[config.mk]
export PLATFORM = sky130hd
export DESIGN_NAME = mem_rmw_ctrl
export DESIGN_NICKNAME = d
export VERILOG_FILES = /design/src/rtl/mem_rmw_ctrl.sv
export SDC_FILE = /design/constraint.sdc
export NUM_CORES = 1
export LEC_CHECK = 0
export ABC_AREA = 0
export CORE_ASPECT_RATIO = 1.75
export CORE_MARGIN = 2
export CORE_UTILIZATION = 50
export CTS_CLUSTER_DIAMETER = 30
export CTS_CLUSTER_SIZE = 16
export DETAILED_ROUTE_END_ITERATION = 16
export HOLD_SLACK_MARGIN = 0.12
export PLACE_DENSITY_LB_ADDON = 0.12
export SKIP_CTS_REPAIR_TIMING = 1
export SLEW_MARGIN = 20
export SYNTH_ARGS = -nofsm -noshare
export SYNTH_HDL_FRONTEND = slang
export SYNTH_SLANG_ARGS = --single-unit
[constraint.sdc]
create_clock -name clk_i -period 3.75 [get_ports clk_i]
set_input_delay 0.9375 -clock clk_i [delete_from_list [all_inputs] [get_ports clk_i]]
set_output_delay 0.9375 -clock clk_i [all_outputs]
set_load 0.01 [all_outputs]
[src/rtl/mem_rmw_ctrl.sv]
// ============================================================================
// mem_rmw_ctrl : load/store sequencer for a single-port word RAM, doing
//                read-modify-write for sub-word stores and load extension.
// Revision     : 1.0
// ============================================================================
`default_nettype none

module mem_rmw_ctrl #(
  parameter int ADDR_WIDTH = 32,
  parameter int DATA_WIDTH = 32
) (
  input  logic                  clk_i,
  input  logic                  rst_n_i,
  input  logic                  req_i,
  input  logic [3:0]            mem_op_i,
  input  logic [ADDR_WIDTH-1:0] mem_addr_i,
  input  logic [DATA_WIDTH-1:0] mem_data_i,
  input  logic [DATA_WIDTH-1:0] ram_rdata_i,
  output logic                  ram_ce_o,
  output logic                  ram_we_o,
  output logic [ADDR_WIDTH-1:0] ram_addr_o,
  output logic [DATA_WIDTH-1:0] ram_wdata_o,
  output logic [DATA_WIDTH-1:0] rdata_o,
  output logic                  done_o,
  output logic                  stall_o,
  output logic                  misalign_o
);

  localparam logic [3:0] OP_NONE = 4'd0;
  localparam logic [3:0] OP_LB   = 4'd1;
  localparam logic [3:0] OP_LH   = 4'd2;
  localparam logic [3:0] OP_LW   = 4'd3;
  localparam logic [3:0] OP_LBU  = 4'd4;
  localparam logic [3:0] OP_LHU  = 4'd5;
  localparam logic [3:0] OP_SB   = 4'd6;
  localparam logic [3:0] OP_SH   = 4'd7;
  localparam logic [3:0] OP_SW   = 4'd8;

  localparam logic [DATA_WIDTH-1:0] BYTE_MASK = {{(DATA_WIDTH-8){1'b0}}, 8'hFF};
  localparam logic [DATA_WIDTH-1:0] HALF_MASK = {{(DATA_WIDTH-16){1'b0}}, 16'hFFFF};

  typedef enum logic [2:0] {
    IDLE     = 3'd0,
    RD_WAIT  = 3'd1,
    RMW_WAIT = 3'd2,
    WR       = 3'd3,
    DONE     = 3'd4
  } state_t;

  state_t      state;
  logic [3:0]  op_q;
  logic [1:0]  off_q;
  logic [15:0] sdata_q;

  logic [1:0]  off;
  logic        misalign_in;
  logic [ADDR_WIDTH-1:0] word_addr;

  assign off       = mem_addr_i[1:0];
  assign word_addr = {mem_addr_i[ADDR_WIDTH-1:2], 2'b00};
  assign stall_o   = req_i & ~done_o;

  always_comb begin
    misalign_in = 1'b0;
    case (mem_op_i)
      OP_LH, OP_LHU, OP_SH: misalign_in = off[0];
      OP_LW, OP_SW:         misalign_in = (off != 2'b00);
      default:              misalign_in = 1'b0;
    endcase
  end

  function automatic logic [DATA_WIDTH-1:0] load_extend(
    input logic [3:0]            op,
    input logic [1:0]            lane,
    input logic [DATA_WIDTH-1:0] word
  );
    logic [DATA_WIDTH-1:0] shifted;
    logic [7:0]            b;
    logic [15:0]           h;
    shifted = word >> {lane, 3'b000};
    b = shifted[7:0];
    h = shifted[15:0];
    case (op)
      OP_LB:   load_extend = {{(DATA_WIDTH-8){b[7]}}, b};
      OP_LBU:  load_extend = {{(DATA_WIDTH-8){1'b0}}, b};
      OP_LH:   load_extend = {{(DATA_WIDTH-16){h[15]}}, h};
      OP_LHU:  load_extend = {{(DATA_WIDTH-16){1'b0}}, h};
      default: load_extend = word;
    endcase
  endfunction

  // Replicate the store data across all lanes and let the mask pick the target lane.
  function automatic logic [DATA_WIDTH-1:0] store_merge(
    input logic [3:0]            op,
    input logic [1:0]            lane,
    input logic [DATA_WIDTH-1:0] word,
    input logic [15:0]           sdata
  );
    logic [DATA_WIDTH-1:0] mask;
    logic [DATA_WIDTH-1:0] ins;
    if (op == OP_SB) begin
      mask = BYTE_MASK << {lane, 3'b000};
      ins  = {(DATA_WIDTH/8){sdata[7:0]}};
    end else begin
      mask = HALF_MASK << {lane[1], 4'b0000};
      ins  = {(DATA_WIDTH/16){sdata}};
    end
    store_merge = (word & ~mask) | (ins & mask);
  endfunction

  // done_o is high for the single cycle spent in DONE.
  always_ff @(posedge clk_i or negedge rst_n_i) begin
    if (!rst_n_i) begin
      state       <= IDLE;
      op_q        <= OP_NONE;
      off_q       <= 2'b00;
      sdata_q     <= 16'h0000;
      ram_ce_o    <= 1'b0;
      ram_we_o    <= 1'b0;
      ram_addr_o  <= '0;
      ram_wdata_o <= '0;
      rdata_o     <= '0;
      done_o      <= 1'b0;
      misalign_o  <= 1'b0;
    end else begin
      ram_ce_o   <= 1'b0;
      ram_we_o   <= 1'b0;
      done_o     <= 1'b0;
      misalign_o <= 1'b0;
      case (state)
        IDLE: begin
          if (req_i) begin
            op_q    <= mem_op_i;
            off_q   <= off;
            sdata_q <= mem_data_i[15:0];
            if (misalign_in) begin
              misalign_o <= 1'b1;
              done_o     <= 1'b1;
              rdata_o    <= '0;
              state      <= DONE;
            end else begin
              case (mem_op_i)
                OP_LB, OP_LH, OP_LW, OP_LBU, OP_LHU: begin
                  ram_ce_o   <= 1'b1;
                  ram_addr_o <= word_addr;
                  state      <= RD_WAIT;
                end
                OP_SW: begin
                  ram_ce_o    <= 1'b1;
                  ram_we_o    <= 1'b1;
                  ram_addr_o  <= word_addr;
                  ram_wdata_o <= mem_data_i;
                  done_o      <= 1'b1;
                  state       <= DONE;
                end
                OP_SB, OP_SH: begin
                  ram_ce_o   <= 1'b1;
                  ram_addr_o <= word_addr;
                  state      <= RMW_WAIT;
                end
                default: begin
                  done_o <= 1'b1;
                  state  <= DONE;
                end
              endcase
            end
          end
        end
        RD_WAIT: begin
          rdata_o <= load_extend(op_q, off_q, ram_rdata_i);
          done_o  <= 1'b1;
          state   <= DONE;
        end
        RMW_WAIT: begin
          ram_ce_o    <= 1'b1;
          ram_we_o    <= 1'b1;
          ram_wdata_o <= store_merge(op_q, off_q, ram_rdata_i, sdata_q);
          state       <= WR;
        end
        WR: begin
          done_o <= 1'b1;
          state  <= DONE;
        end
        DONE: begin
          state <= IDLE;
        end
        default: begin
          state <= IDLE;
        end
      endcase
    end
  end

endmodule

`default_nettype wire

==> run_summary.xml, run 1 <==
<?xml version="1.0" encoding="UTF-8"?>
<metrics>
  <group name="sta">
    <metric name="fin_skew" unit="ns">0.009411</metric>
    <metric name="worstMarginPinSlew" unit="ns">0.9781</metric>
    <metric name="worst_slew_margin_rel" unit="%">34.79</metric>
    <metric name="setup_violations" unit="">0</metric>
    <metric name="rsz_0062_raised_after_global_routing" unit="">false</metric>
    <metric name="timing.fmax" unit="MHz">313.7</metric>
    <metric name="tns" unit="ns">0</metric>
    <metric name="finalHoldViolCount" unit="">0</metric>
    <metric name="finalWorstPathRequiredPeriod" unit="ns">3.187</metric>
    <metric name="timing_max_transition_violations_final" unit="">0</metric>
    <metric name="timing.final.crit_share" unit="%">85.00</metric>
  </group>
  <group name="finish">
    <metric name="mostFrequentLayoutCell" unit="">clkdlybuf4s50_1</metric>
    <metric name="n_antenna_cell" unit="">0</metric>
    <metric name="layout_common_cells" unit="">200 x clkdlybuf4s50_1, 191 x nand2_1, 123 x dfrtp_1</metric>
    <metric name="layout-drive-gt1-share" unit="%">9.877</metric>
    <metric name="fin_cells" unit="">1056</metric>
    <metric name="filler_cell_count" unit="">892</metric>
    <metric name="flow.area_growth_from_synthesis" unit="%">45.66</metric>
    <metric name="num-nets-final" unit="">981</metric>
  </group>
  <group name="cts">
    <metric name="clock-sinks" unit="">123</metric>
    <metric name="cts_htree_levels" unit="">4</metric>
    <metric name="clk_pin_slew" unit="ns">0.06</metric>
    <metric name="cts-buffers-inserted" unit="">17</metric>
    <metric name="maximum_clock_insertion_buffer_count" unit="">2</metric>
    <metric name="clk-insertion-delay-late" unit="ns">0.42</metric>
    <metric name="cts_tree" unit="">done</metric>
    <metric name="cts_root_buf" unit="">clkbuf_16</metric>
  </group>
  <group name="synth">
    <metric name="ys_warn_count" unit="">0</metric>
    <metric name="syn-mean-instance-area" unit="µm²">8.971</metric>
    <metric name="dominantRegCellSynth" unit="">dfrtp_1</metric>
    <metric name="synth_enable_flop_cells" unit="">0</metric>
    <metric name="ys_ff_latch" unit="">123</metric>
    <metric name="synth_async_sr_flop_share" unit="%">100.0</metric>
    <metric name="synthesis.area" unit="mm²">0.006136</metric>
    <metric name="synthCells" unit="">684</metric>
    <metric name="synth_sequential_area_ratio" unit="%">50.16</metric>
    <metric name="yosysUniqueCellTypes" unit="">51</metric>
  </group>
  <group name="floorplan">
    <metric name="initial_core_util" unit="%">51.12</metric>
    <metric name="floorplan.rows" unit="">53</metric>
    <metric name="die_w" unit="µm">87.74</metric>
    <metric name="die_y" unit="µm">150.5</metric>
    <metric name="coreArea" unit="mm²">0.01200</metric>
    <metric name="floorplan.die_area" unit="mm²">0.01321</metric>
    <metric name="floorplan.io_pins" unit="">204</metric>
  </group>
  <group name="worst_setup_path">
    <metric name="worst_setup_path_end_kind" unit="">output port</metric>
    <metric name="worst_r2r_startpoint" unit="">off_q[0]</metric>
    <metric name="worst_ep_required_time" unit="ns">2.81</metric>
    <metric name="crit_path_max_fanout" unit="">5</metric>
    <metric name="criticalPathCategory" unit="">in -&gt; out</metric>
    <metric name="kind_of_launch_point_of_the_worst_setup_path" unit="">input port</metric>
    <metric name="setup.worst_path.start" unit="">req_i</metric>
    <metric name="r2r_end" unit="">rdata_o[21]</metric>
    <metric name="worstRegToRegCells" unit="">5</metric>
    <metric name="setup.reg_to_reg.worst_slack" unit="ns">1.11</metric>
    <metric name="crit_path_end" unit="">stall_o</metric>
    <metric name="worst-path-stages" unit="">3</metric>
    <metric name="timing.critical_path.mode_cell" unit="">clkdlybuf4s50_1</metric>
    <metric name="cp.arrival" unit="ns">2.25</metric>
    <metric name="path_delay_family" unit="">buffers and inverters</metric>
    <metric name="crit_path_max_incr_delay" unit="ns">0.60</metric>
    <metric name="path_cells" unit="">clkdlybuf4s50_1 &gt; nor2b_1 &gt; clkdlybuf4s50_1</metric>
    <metric name="critical_path_buf_inv_count" unit="">2</metric>
    <metric name="cp_slowest_cell" unit="">clkdlybuf4s50_1</metric>
  </group>
  <group name="power_and_ir_drop">
    <metric name="netSwitchingPower" unit="mW">2.900</metric>
    <metric name="intPower" unit="mW">4.660</metric>
    <metric name="power.switching_fraction" unit="%">38.36</metric>
    <metric name="power.density" unit="mW/mm²">845.9</metric>
    <metric name="clock_power_share" unit="%">22.1</metric>
    <metric name="logic_gate_share_of_total_power" unit="%">45.2</metric>
    <metric name="vdd.ir_drop.worst" unit="mV">0.4482</metric>
    <metric name="power.share.sequential" unit="%">32.7</metric>
    <metric name="power.leakage" unit="nW">3.889</metric>
  </group>
  <group name="detailed_routing">
    <metric name="wl_per_cell" unit="µm">20.18</metric>
    <metric name="detailroute.via_count" unit="">6120</metric>
    <metric name="drt_iter0_markers" unit="">637</metric>
    <metric name="drt-pass1-iter-count" unit="">5</metric>
    <metric name="detail_route.vias_per_cell" unit="">5.795</metric>
    <metric name="drc" unit="">0</metric>
    <metric name="antenna_left" unit="">0</metric>
    <metric name="total_routed_length" unit="µm">21310</metric>
  </group>
  <group name="grt">
    <metric name="grt_start_max_net_pins" unit="">67</metric>
    <metric name="first_global_vias" unit="">6037</metric>
    <metric name="grt_first_pass_wirelength" unit="µm">32390</metric>
    <metric name="gr_ovfl_total" unit="">0</metric>
    <metric name="grt_antenna_before_repair" unit="">0</metric>
    <metric name="global_route.usage.total" unit="%">32.50</metric>
  </group>
  <group name="placement">
    <metric name="place_congestion" unit="">0.9251</metric>
    <metric name="place_inst" unit="">1023</metric>
    <metric name="port_buffers" unit="">201</metric>
    <metric name="hpwl_after_detailed_placement" unit="µm">15230</metric>
  </group>
  <group name="job">
    <metric name="drv_cap" unit="">0</metric>
  </group>
  <group name="worst_hold_path">
    <metric name="min-delay-path-class" unit="">reg -&gt; reg</metric>
  </group>
  <group name="run_status">
    <metric name="status" unit="">complete, no violations</metric>
  </group>
</metrics>
## metal layers
layer | share of wire, % | track usage [%]
met5 | 0 | 0
met4 | 4.4 | 16.15
met3 | 7.5 | 7.621
met2 | 52 | 56.44
met1 | 36 | 36.54
## state kept, by name, summed over array words and instances, names as in the netlist
name,count
ram_wdata_o,32
rdata_o,32
ram_addr_o,30
sdata_q,16
op_q,4
state,3
off_q,2
done_o,1
misalign_o,1
ram_ce_o,1
ram_we_o,1
## worst reg2reg max path, stage by stage (launching register included)
cell	delay, ns
dfrtp_1	0.99
mux4_2	0.63
nand3_1	0.13
o211ai_1	0.09
nand3_1	0.44
o21ai_0	0.21
## worst min-delay path by stage
| stage | startpoint | end | slack (ns) | cells after the start |
|---|---|---|---|---|
| after global routing | rdata_o[20] | rdata_o[20] | 0.50 | 2 |
| after CTS | rdata_o[18] | rdata_o[18] | 0.48 | 2 |
| after floorplan | sdata_q[10] | sdata_q[10] | 0.47 | 2 |
| final | rdata_o[18] | rdata_o[18] | 0.48 | 2 |
| after global placement | rdata_o[28] | rdata_o[28] | 0.46 | 2 |
| after detailed placement | rdata_o[2] | rdata_o[2] | 0.47 | 2 |
## stage by stage
stage / worst slack (ns) / hold slack [ns] / power (mW) / utilization, % / area [µm²]
2_1_floorplan: 1.169 / 0.4679 / 4.094 / - / 6140
3_3_place_gp: 0.3916 / 0.4649 / 5.718 / 69.34 / 8323
3_5_place_dp: 0.3219 / 0.4690 / 5.843 / 69.34 / 8323
4_1_cts: 0.5515 / 0.4843 / 7.538 / 74.34 / 8922
5_1_grt: 0.4832 / 0.5009 / 7.990 / 74.46 / 8937
6_report: 0.5626 / 0.4807 / 7.560 / 74.46 / 8937
## cell type report
cell class | instances | area, µm² | area share, %
Timing Repair Buffer | 220 | 2172 | 24.30
Sequential cell | 123 | 3078 | 34.44
Inverter | 9 | 33.78 | 0.3780
Multi-Input combinational cell | 507 | 2848 | 31.86
Clock buffer | 18 | 439.2 | 4.914
Clock inverter | 14 | 160.2 | 1.792
Tap cell | 165 | 206.4 | 2.310
## cell usage after synthesis, types with 2 or more instances
library cell  count  area [µm²]
inv_1             9       33.78
nand2_1         191       716.9
mux2_2           29       326.6
a2111oi_0         2       17.52
buf_4             5       37.54
dfrtp_1         123        3078
nor2b_1          21       131.4
a21oi_1          13       65.06
a22oi_1          15       112.6
nor3_1            7       35.03
clkbuf_1         31       116.4
a211oi_1          9       67.56
mux2i_1          14       140.1
a31oi_1          23       143.9
nor2_1           37       138.9
o21ai_0          62       310.3
a221oi_1         14       122.6
buf_1             2       7.510
nand3_1          14       70.07
buf_2             8       40.04
and3_1            9       56.30
nand2b_1          3       18.77
or3_1            14       87.58
o211ai_1          2       15.01
## kinds of logic after synthesis
logic type	after synthesis	synth area share [%]
XOR/XNOR	1	0.1428
buffers and inverters	55	3.834
other	1	0.06112
AO/OA/AOI/OAI	149	15.07
multiplexers	45	8.156
flip-flops	123	50.16
AND/OR/NAND/NOR	310	22.57
## power by group through the flow
stage | Sequential, mW | Clock (mW) | Combinational (mW)
finish | 2.47 | 1.67 | 3.41
global route | 2.53 | 1.74 | 3.72
CTS | 2.46 | 1.68 | 3.39
detailed placement | 2.48 | 0 | 3.36
global placement | 2.43 | 0 | 3.29
floorplan | 2.53 | 0 | 1.56
Power figures use the tool's default switching activity.
==> run 2, diff against run 1 <==
- CORE_UTILIZATION: 50 -> 42
- clock period: 3.75 -> 2.9 ns (I/O delays scaled with it)
==> run 2 against run 1 <==
Against the previous run: worst hold slack got worse by 0.16 ns; register-to-register slack lost 0.42 ns; critical path depth did not move; first-iteration DRC count fell by 37%; cell area increased by 2.0%; total power is 29% higher; sequential cell count unchanged; routed wire length decreased by 1.8%; utilization decreased by 11 points; worst setup slack worse by 0.31 ns; largest cell class unchanged.
==> run_summary.xml, run 2 (synthesized netlist as in run 1, its figures left out) <==
<?xml version="1.0" encoding="UTF-8"?>
<metrics>
  <group name="worst_setup_path">
    <metric name="cp.arrival" unit="ns">1.93</metric>
    <metric name="setup.reg_to_reg.worst_slack" unit="ns">0.69</metric>
    <metric name="crit_path_max_fanout" unit="">3</metric>
    <metric name="crit_path_max_incr_delay" unit="ns">0.54</metric>
    <metric name="worst_r2r_startpoint" unit="">off_q[0]</metric>
    <metric name="worstRegToRegCells" unit="">5</metric>
    <metric name="timing.critical_path.mode_cell" unit="">clkdlybuf4s50_1</metric>
    <metric name="crit_path_end" unit="">stall_o</metric>
    <metric name="setup.worst_path.start" unit="">req_i</metric>
    <metric name="criticalPathCategory" unit="">in -&gt; out</metric>
    <metric name="cp_slowest_cell" unit="">clkdlybuf4s50_1</metric>
    <metric name="path_cells" unit="">clkdlybuf4s50_1 &gt; nor2b_1 &gt; clkdlybuf4s50_1</metric>
    <metric name="worst_ep_required_time" unit="ns">2.17</metric>
    <metric name="r2r_end" unit="">rdata_o[3]</metric>
    <metric name="kind_of_launch_point_of_the_worst_setup_path" unit="">input port</metric>
    <metric name="worst_setup_path_end_kind" unit="">output port</metric>
  </group>
  <group name="floorplan">
    <metric name="die_y" unit="µm">163.9</metric>
    <metric name="floorplan.rows" unit="">58</metric>
    <metric name="coreArea" unit="mm²">0.01430</metric>
    <metric name="floorplan.die_area" unit="mm²">0.01563</metric>
    <metric name="floorplan.io_pins" unit="">204</metric>
    <metric name="die_w" unit="µm">95.37</metric>
    <metric name="initial_core_util" unit="%">42.92</metric>
  </group>
  <group name="finish">
    <metric name="filler_cell_count" unit="">1240</metric>
    <metric name="num-nets-final" unit="">999</metric>
    <metric name="ff_latch_area" unit="mm²">0.003078</metric>
    <metric name="layout-drive-gt1-share" unit="%">11.66</metric>
    <metric name="mostFrequentLayoutCell" unit="">clkdlybuf4s50_1</metric>
    <metric name="fin_cells" unit="">1090</metric>
    <metric name="final_core_util" unit="%">63.77</metric>
    <metric name="layout_common_cells" unit="">200 x clkdlybuf4s50_1, 191 x nand2_1, 123 x dfrtp_1</metric>
    <metric name="multi_input_area" unit="mm²">0.002848</metric>
    <metric name="layout_top_registers" unit="">ram_wdata_o: 32 flops, rdata_o: 32 flops, ram_addr_o: 30 flops</metric>
    <metric name="flow.area_growth_from_synthesis" unit="%">48.57</metric>
  </group>
  <group name="grt">
    <metric name="grt_first_pass_wirelength" unit="µm">32030</metric>
    <metric name="global_route.usage.total" unit="%">27.16</metric>
    <metric name="grt_antenna_before_repair" unit="">1</metric>
    <metric name="first_global_vias" unit="">5994</metric>
    <metric name="grt_start_max_net_pins" unit="">89</metric>
    <metric name="gr_ovfl_total" unit="">0</metric>
  </group>
  <group name="placement">
    <metric name="port_buffers" unit="">201</metric>
    <metric name="place_inst" unit="">1057</metric>
    <metric name="place_congestion" unit="">0.9307</metric>
    <metric name="hpwl_after_detailed_placement" unit="µm">15680</metric>
  </group>
  <group name="detailed_routing">
    <metric name="detailroute.via_count" unit="">5981</metric>
    <metric name="detail_route.vias_per_cell" unit="">5.487</metric>
    <metric name="total_routed_length" unit="µm">20920</metric>
    <metric name="wl_per_cell" unit="µm">19.19</metric>
    <metric name="drt_iter0_markers" unit="">399</metric>
    <metric name="antenna_left" unit="">0</metric>
    <metric name="drt-pass1-iter-count" unit="">6</metric>
    <metric name="drc" unit="">0</metric>
  </group>
  <group name="sta">
    <metric name="holdWs" unit="ns">0.3189</metric>
    <metric name="finalWorstPathRequiredPeriod" unit="ns">2.650</metric>
    <metric name="setup_violations" unit="">0</metric>
    <metric name="rsz_0062_raised_after_global_routing" unit="">false</metric>
    <metric name="worst_slew_margin_rel" unit="%">49.87</metric>
    <metric name="timing.fmax" unit="MHz">377.3</metric>
    <metric name="timing_max_transition_violations_final" unit="">0</metric>
    <metric name="tns" unit="ns">0</metric>
    <metric name="finalHoldViolCount" unit="">0</metric>
    <metric name="fin_skew" unit="ns">0.01054</metric>
    <metric name="worstMarginPinSlew" unit="ns">0.7519</metric>
    <metric name="timing.final.crit_share" unit="%">91.38</metric>
  </group>
  <group name="run_status">
    <metric name="status" unit="">complete, no violations</metric>
  </group>
  <group name="power_and_ir_drop">
    <metric name="power.leakage" unit="nW">3.994</metric>
    <metric name="intPower" unit="mW">6.128</metric>
    <metric name="netSwitchingPower" unit="mW">3.661</metric>
    <metric name="clock_power_share" unit="%">22.0</metric>
    <metric name="power.switching_fraction" unit="%">37.40</metric>
    <metric name="pwr_total" unit="mW">9.788</metric>
    <metric name="vdd.ir_drop.worst" unit="mV">0.5151</metric>
    <metric name="power.density" unit="mW/mm²">1074</metric>
    <metric name="power.share.sequential" unit="%">32.2</metric>
    <metric name="logic_gate_share_of_total_power" unit="%">45.7</metric>
  </group>
  <group name="worst_hold_path">
    <metric name="min-delay-path-class" unit="">in -&gt; async</metric>
  </group>
  <group name="cts">
    <metric name="cts_htree_levels" unit="">4</metric>
    <metric name="clock-sinks" unit="">123</metric>
    <metric name="clk-insertion-delay-late" unit="ns">0.42</metric>
    <metric name="maximum_clock_insertion_buffer_count" unit="">2</metric>
    <metric name="cts-buffers-inserted" unit="">17</metric>
    <metric name="cts_root_buf" unit="">clkbuf_16</metric>
    <metric name="clk_pin_slew" unit="ns">0.06</metric>
    <metric name="cts_tree" unit="">done</metric>
  </group>
  <group name="job">
    <metric name="drv_cap" unit="">0</metric>
  </group>
</metrics>
-- run 2: through the flow --
stage	cell area (µm²)	setup slack, ns
5_1_grt	9116	0.1851
2_1_floorplan	6140	0.5314
4_1_cts	9114	0.2442
3_3_place_gp	8509	0.05899
3_5_place_dp	8509	0.02271
6_report	9116	0.2499
-- run 2: layout make-up --
| class | count | share of cell area [%] |
|---|---|---|
| flip-flops and latches | 123 | 33.76 |
| repair buffers | 238 | 25.50 |
| well taps | 180 | 2.470 |
| diodes | 1 | 0.02745 |
| clock buffers | 20 | 5.119 |
| inverters | 9 | 0.3706 |
| multi-input cells | 507 | 31.24 |
| clock inverters | 12 | 1.510 |
-- run 2: how the worst min path moves through the flow --
stage	to	slack (ns)	from	cells after the start
global route	rdata_o[21]	0.37	rst_n_i	2
finish	rdata_o[21]	0.32	rst_n_i	2
detailed placement	rdata_o[24]	0.47	rdata_o[24]	2
floorplan	done_o	0.43	rst_n_i	0
global placement	rdata_o[20]	0.46	rdata_o[20]	2
CTS	rdata_o[21]	0.35	rst_n_i	2
-- run 2: metal layers --
layer	part of all wire, %	wire, µm	vias to the layer above	global-route usage [%]
li1	-	-	2805	-
met1	37	7823	2877	31.14
met2	51	10600	246	46.19
met3	6.8	1420	53	6.055
met4	5.1	1074	0	14.87
met5	0	0	-	0
-- run 2: critical path: cells and delay by family --
kind	cells	cell delay, ns
buf+inv	2	1.05
simple gates	1	0.15
-- run 2: power groups by stage --
stage	registers [mW]	logic, mW	clock network, mW
6_report	3.15	4.48	2.16
3_3_place_gp	3.14	4.38	0
2_1_floorplan	3.28	2.02	0
4_1_cts	3.16	4.49	2.19
5_1_grt	3.25	4.88	2.27
3_5_place_dp	3.18	4.47	0
==> run 3, diff against run 2 <==
- SLEW_MARGIN: 20 -> default
==> results of run 3 <==
The final DEF is identical to that of run 2; final timing and power are the same.
